--- src/rtl/display_arbiter.sv ---
// Round-robin arbiter sharing the 8-digit seven-segment display between two
// requesters, with a minimum per-grant hold time and frame retention.
//
// Ports:
//   clk        system clock
//   rst        synchronous active-low reset
//   req_a/b    level requests, held until the matching ack
//   data_a/b   packed frames, digit k at [k*ANCHO +: ANCHO]
//   ack_a/b    one-cycle pulse when that source's frame is latched
//   dis_data   registered frame driving Dis0..Dis7
//   active_src 00 none, 01 A, 10 B
//   busy       high while the current frame is being held
module display_arbiter #(
  parameter int ANCHO       = 4,
  parameter int HOLD_CYCLES = 50000000,
  parameter int CW          = $clog2(HOLD_CYCLES)
) (
  input  logic               clk,
  input  logic               rst,
  input  logic               req_a,
  input  logic [8*ANCHO-1:0] data_a,
  input  logic               req_b,
  input  logic [8*ANCHO-1:0] data_b,
  output logic               ack_a,
  output logic               ack_b,
  output logic [8*ANCHO-1:0] dis_data,
  output logic [1:0]         active_src,
  output logic               busy
);

  localparam logic [CW-1:0] LOAD = CW'(HOLD_CYCLES - 1);

  typedef enum logic {
    IDLE,
    HOLD
  } state_t;

  state_t             r_state;
  state_t             w_state_nx;
  logic [CW-1:0]      r_cnt;
  logic [CW-1:0]      w_cnt_nx;
  logic               r_last_b;
  logic               w_last_b_nx;
  logic [8*ANCHO-1:0] r_dis;
  logic [8*ANCHO-1:0] w_dis_nx;
  logic [1:0]         r_src;
  logic [1:0]         w_src_nx;
  logic               r_ack_a;
  logic               w_ack_a_nx;
  logic               r_ack_b;
  logic               w_ack_b_nx;
  logic               r_busy;
  logic               w_busy_nx;
  logic               w_gnt_a;
  logic               w_gnt_b;

  // On a tie the source that did not win last time gets the display.
  assign w_gnt_a = req_a & (~req_b | r_last_b);
  assign w_gnt_b = req_b & ~w_gnt_a;

  always_comb begin
    w_state_nx  = r_state;
    w_cnt_nx    = r_cnt;
    w_last_b_nx = r_last_b;
    w_dis_nx    = r_dis;
    w_src_nx    = r_src;
    w_ack_a_nx  = 1'b0;
    w_ack_b_nx  = 1'b0;
    w_busy_nx   = r_busy;
    unique case (r_state)
      IDLE: begin
        if (w_gnt_a | w_gnt_b) begin
          w_state_nx  = HOLD;
          w_cnt_nx    = LOAD;
          w_busy_nx   = 1'b1;
          w_last_b_nx = w_gnt_b;
          w_ack_a_nx  = w_gnt_a;
          w_ack_b_nx  = w_gnt_b;
          w_dis_nx    = w_gnt_a ? data_a : data_b;
          w_src_nx    = w_gnt_a ? 2'b01 : 2'b10;
        end
      end
      HOLD: begin
        // Leaving on a zero count keeps the counter from wrapping.
        if (r_cnt == '0) begin
          w_state_nx = IDLE;
          w_busy_nx  = 1'b0;
        end else begin
          w_cnt_nx = r_cnt - CW'(1);
        end
      end
    endcase
  end

  always_ff @(posedge clk) begin
    if (!rst) begin
      r_state  <= IDLE;
      r_cnt    <= '0;
      r_last_b <= 1'b1;
      r_dis    <= '0;
      r_src    <= 2'b00;
      r_ack_a  <= 1'b0;
      r_ack_b  <= 1'b0;
      r_busy   <= 1'b0;
    end else begin
      r_state  <= w_state_nx;
      r_cnt    <= w_cnt_nx;
      r_last_b <= w_last_b_nx;
      r_dis    <= w_dis_nx;
      r_src    <= w_src_nx;
      r_ack_a  <= w_ack_a_nx;
      r_ack_b  <= w_ack_b_nx;
      r_busy   <= w_busy_nx;
    end
  end

  assign ack_a      = r_ack_a;
  assign ack_b      = r_ack_b;
  assign dis_data   = r_dis;
  assign active_src = r_src;
  assign busy       = r_busy;

endmodule

--- config.mk ---
export PLATFORM = sky130hd
export DESIGN_NAME = display_arbiter
export DESIGN_NICKNAME = d
export VERILOG_FILES = /design/src/rtl/display_arbiter.sv
export SDC_FILE = /design/constraint.sdc
export NUM_CORES = 1
export LEC_CHECK = 0
export CORE_ASPECT_RATIO = 0.75
export CORE_MARGIN = 2
export CORE_UTILIZATION = 44
export DETAILED_ROUTE_END_ITERATION = 8
export PLACE_DENSITY_LB_ADDON = 0.1
export SETUP_SLACK_MARGIN = 0.15
export SYNTH_ARGS = -nofsm -noshare
export SYNTH_HDL_FRONTEND = slang
export SYNTH_SLANG_ARGS = --single-unit
--- constraint.sdc ---
create_clock -name clk -period 3.4 [get_ports clk]
set_clock_uncertainty 0.1 [all_clocks]
set_input_delay 0.51 -clock clk [delete_from_list [all_inputs] [get_ports clk]]
set_output_delay 0.51 -clock clk [all_outputs]
set_load 0.02 [all_outputs]
# Word level (Yosys, flattened, before mapping)
# Cells that the tools add are included.
# totals
register_bits,65
latchBits,0
ramBits,0
romBits,0
input_bits,68
mem_count,0
# op_classes
add_sub_neg,1
multipliers,0
div,0
order_cmp,0
n_eq_ne,3
shift,0
n_mux,11
n_bitwise,9
reduce_logical,5
# ops
operator,count
two-way mux 26 bit,2
case mux 26 bit (2 select lines),1
two-way mux 32 bit,1
logical NOT 26 bit,1
"subtractor 26 x 1 -> 26 bit, second input constant",1
AND reduction 2 bit,3
inverter 1 bit,5
two-way mux 1 bit,4
"!= test 2 bit, second input constant",2
case mux 1 bit (2 select lines),2
OR reduction 3 bit,1
AND 1 bit,2
two-way mux 2 bit,1
"!= test 2 x 1 -> 1 bit, second input constant",1
OR 1 bit,2

# Logic depth before layout (Yosys ltp)
# logic_depth
ltp_word,8
ltp_mapped,10
depth_no_buf,7

# Least setup slack after synthesis
# OpenSTA, ideal clock, no wires.
# synth_path
kind,reg-to-reg
startpoint,register r_cnt[0]
endpoint,register r_cnt[19]
arrival_time_ps,2427
required_ps,3200
slack_ps,773
path_stages_with_launch,10
n_path_buf,2
synth_period_minus_slack_ps,2627
cell_sequence,dfxtp_1 -> inv_1 -> ha_1 -> or3b_1 -> or4_1 -> buf_2 -> o31ai_4 -> buf_6 -> nor4_2 -> a2111oi_4
# synth_via
elab_chain_cells,3
elab_cells_between_ends,6
cone_classes,add/sub (1); eq/ne (1); mux (2); reduce/logical (2)
# synth_lines
element,line_no,text
"start, declared",40,logic [CW-1:0] r_cnt;
"start signal, assigned",107,r_cnt <= w_cnt_nx;
subtractor 26 x 1 -> 26 bit / logical NOT 26 bit (equally long branches),"89, 85",
two-way mux 26 bit / != test 2 bit (equally long branches),--,
case mux 26 bit (2 select lines) / AND reduction 2 bit (equally long branches),--,
# Several ways; a longest one is shown, not always the timed one. The select of a mux whose other input is x is not followed.
# A chain may end at the register's enable or synchronous reset.

# Final worst setup path
# Same ends and word-level chain as after synthesis.

==> impl_metrics.toml <==
[floorplanning]
die_h_um = 73.0
ios = 105
core_um2 = 6220
start_util_pct = 44.9
fp.dieW_um = 96.0
rows = 25
die_area_um2 = 7010

[timing]
relSlewSlack_pct = 55.9
fin_crit_sh_pct = 89.2
min_period_ps = 3030
finalMaxSlewViolations = 0
fin_ws_ps = 367
rsz0062_at_grt = "no"
finalSetupViolCount = 0
hold_violations = 0
max_freq_mhz = 330
tightest_slew_ps = 662
fin_setup_tns_ps = 0

[critical_path]
worst_path_max_delay_cell = "or4_1"
criticalPathCategory = "flip-flop to flip-flop"
cp.arrival_ps = 3150
rr_startpoint = "r_cnt[0]"
timing.rr.end = "r_cnt[19]"
crit_fanout = 13
end_kind = "flip-flop"
start_kind = "flip-flop"
slowest_delay_ps = 720
crit_required_ps = 3520
crit_end = "r_cnt[19]"
r2r_cells = 8
crit_chain = "inv_1 -> ha_1 -> or3b_1 -> or4_1 -> o31ai_4 -> buf_4 -> or3_1 -> a2111oi_4"
rrSetupSlack_ps = 370
startpoint = "r_cnt[0]"

[final_layout]
drive_above_1_share_pct = 9.16
fillCellCount = 539
syn2layout_area_growth_pct = 47.5
postLayoutCellArea_um2 = 4120
final_cell_count_no_fill = 496
nNetsFinal = 479
diodes = 0

[power]
power.density_nw_per_um2 = 474
p_leak_nw = 1.52
peakVddDrop_v = 0.000284

[route]
num_vias = 2832
drt_wl_total_mm = 7.91
drc = 0
wl_per_cell_um = 15.9
ant_nets = 0
first_iter_violations = 254
via_per_inst = 5.71
first_pass_iters = 6

[synth]
synthSimpleGateAreaFrac_pct = 22.6
ys_seq_area_share_pct = 46.6
synth_compound_area_share_pct = 24.8
synth.avg_cell_area_um2 = 9.13
synth.distinct_cells = 48
synth_mux_area_share_pct = 0
synth_top_family_by_area = "compound AO/OA/AOI/OAI gates"
synth_xor_area_share_pct = 1.57
synth_cells = 306
syn_area_um2 = 2790
synth_warnings = 0
synth_fa_ha_area_share_pct = 0.448
synthesis.nets = 375
ys_seq_elements = 65

[clocking]
cts_buffer_depth = 2
htree_levels = 3
ctsHoldBuffers = 0
clk_latency_ps = 340
cts_tree = "yes"
cts-root-buf = "clkbuf_8"
post_cts_buffers = 0
cts_buffers = 9
clkTransAtPathRegs_ps = 70
ctsResizeCount = 0
clock-sinks = 65

[global_routing]
first_global_vias = 2558
grt_pass1_wl_mm = 12.0
globalRoute.totalOverflow = 0
grt_max_degree = 37
grt_use_total_pct = 22.3
antenna_found_initial = 0

[placed_design]
pre_cts_ws_ps = 418
finalWeightedCongestion = 0.806
port_buffers = 104
hpwl_mm = 5.73
place_area_um2 = 3910
placedCellCount = 480

[worst_hold_path]
hp-start = "dis_data[27]"
hold_class = "flip-flop to flip-flop"

[flow_run]
timing.max_cap.violations = 0

[outcome]
outcome = "finished, final reports clean"
[registers in the layout, summed over array words and instances (netlist names)]
register	count
r_last_b	1
ack_a	1
r_cnt	26
active_src	2
ack_b	1
r_state	1
dis_data	32
busy	1
[Yosys cell counts (all sizes together)]
cell type	instances	area [um2]
a311oi	1	8.76
o21ai	7	35.0
dfxtp	65	1300
nand2b	1	6.26
nand3	4	20.0
a21oi	10	50.1
o311ai	2	25.0
and2	2	12.5
a211o	1	8.76
or4	13	101
or4b	2	20.0
a2111oi	1	27.5
or3b	1	8.76
a22oi	17	128
nor4	4	37.5
or2	4	25.0
a31oi	10	62.6
o31a	1	8.76
or3	10	62.6
xor2	4	35.0
o2111ai	1	8.76
ha	1	12.5
and3	2	12.5
a21o	2	15.0
nand4	3	18.8
o31ai	9	81.3
nor2	32	120
o21a	3	22.5
nand2	39	146
xnor2	1	8.76
buf	5	40.0
clkbuf	14	52.6
a222oi	15	150
and4	1	8.76
a211oi	2	15.0
nor3	6	30.0
inv	5	18.8
o41ai	3	26.3
o311a	2	20.0
[per-layer routing]
layer	vias to the layer above	GRT usage (%)	share of wire, %
met2	117	35.5	47
met1	1317	27.7	43
met4	0	9.21	1.5
li1	1386	-	-
met3	12	7.75	9.0
met5	-	0	0
[kinds of logic after synthesis]
logic type                 Yosys count
and+or+nand+nor                    124
AOI/OAI and AO/OA                   87
DFF                                 65
buffers and inverters               24
xor gates and xnor gates             5
adders and majority gates            1
[cell usage in the layout (no fill, tap or decap), types with 6 or more instances in the layout]
cell,instances
a21oi_1,10
a222oi_1,15
a22oi_1,17
a31oi_1,10
buf_4,8
clkbuf_8,11
clkdlybuf4s50_1,104
dfxtp_1,65
nand2_1,39
nor2_1,32
nor3_1,6
o31ai_1,8
or3_1,10
or4_1,12
[layout make-up]
type | instances | area, um2 | area share, %
clock inverters | 5 | 62.6 | 1.52
clock buffers | 11 | 151 | 3.67
inverters | 5 | 18.8 | 0.456
well taps | 81 | 101 | 2.46
multi-input cells | 217 | 1380 | 33.6
repair buffers | 112 | 1100 | 26.7
flip-flops and latches | 65 | 1300 | 31.6
[worst min-delay path by stage]
stage                   endpoint  slack [ps]  depth (start not counted)
finish              dis_data[27]         340                          2
global route        dis_data[27]         360                          2
CTS                 dis_data[27]         340                          2
detailed placement  dis_data[27]         330                          2
global placement    dis_data[17]         320                          2
floorplan               r_last_b         350                          1
[power by group]
group	internal, W	switching [W]	leakage (nW)
registers	0.000821	0.0000419	0.537
logic	0.000204	0.000197	0.885
clock network	0.000382	0.000306	0.102
[metrics by stage]
stage / utilization (%) / hold WS [ps] / total power, W
6_report: 66.2 / 336 / 0.00195
5_1_grt: 66.2 / 365 / 0.00204
4_1_cts: 66.2 / 339 / 0.00197
3_5_place_dp: 62.8 / 330 / 0.00128
3_3_place_gp: 62.8 / 323 / 0.00127
2_1_floorplan: - / 350 / 0.00108
[worst max-delay path: cells and delay by family, from the launching register on]
| family | cells | cell delay, ps |
|---|---|---|
| fa+ha+maj | 1 | 170 |
| flops | 1 | 320 |
| compound gates | 2 | 690 |
| buf+inv | 2 | 340 |
| simple gates | 3 | 1310 |
(Power assumes the default switching activity.)
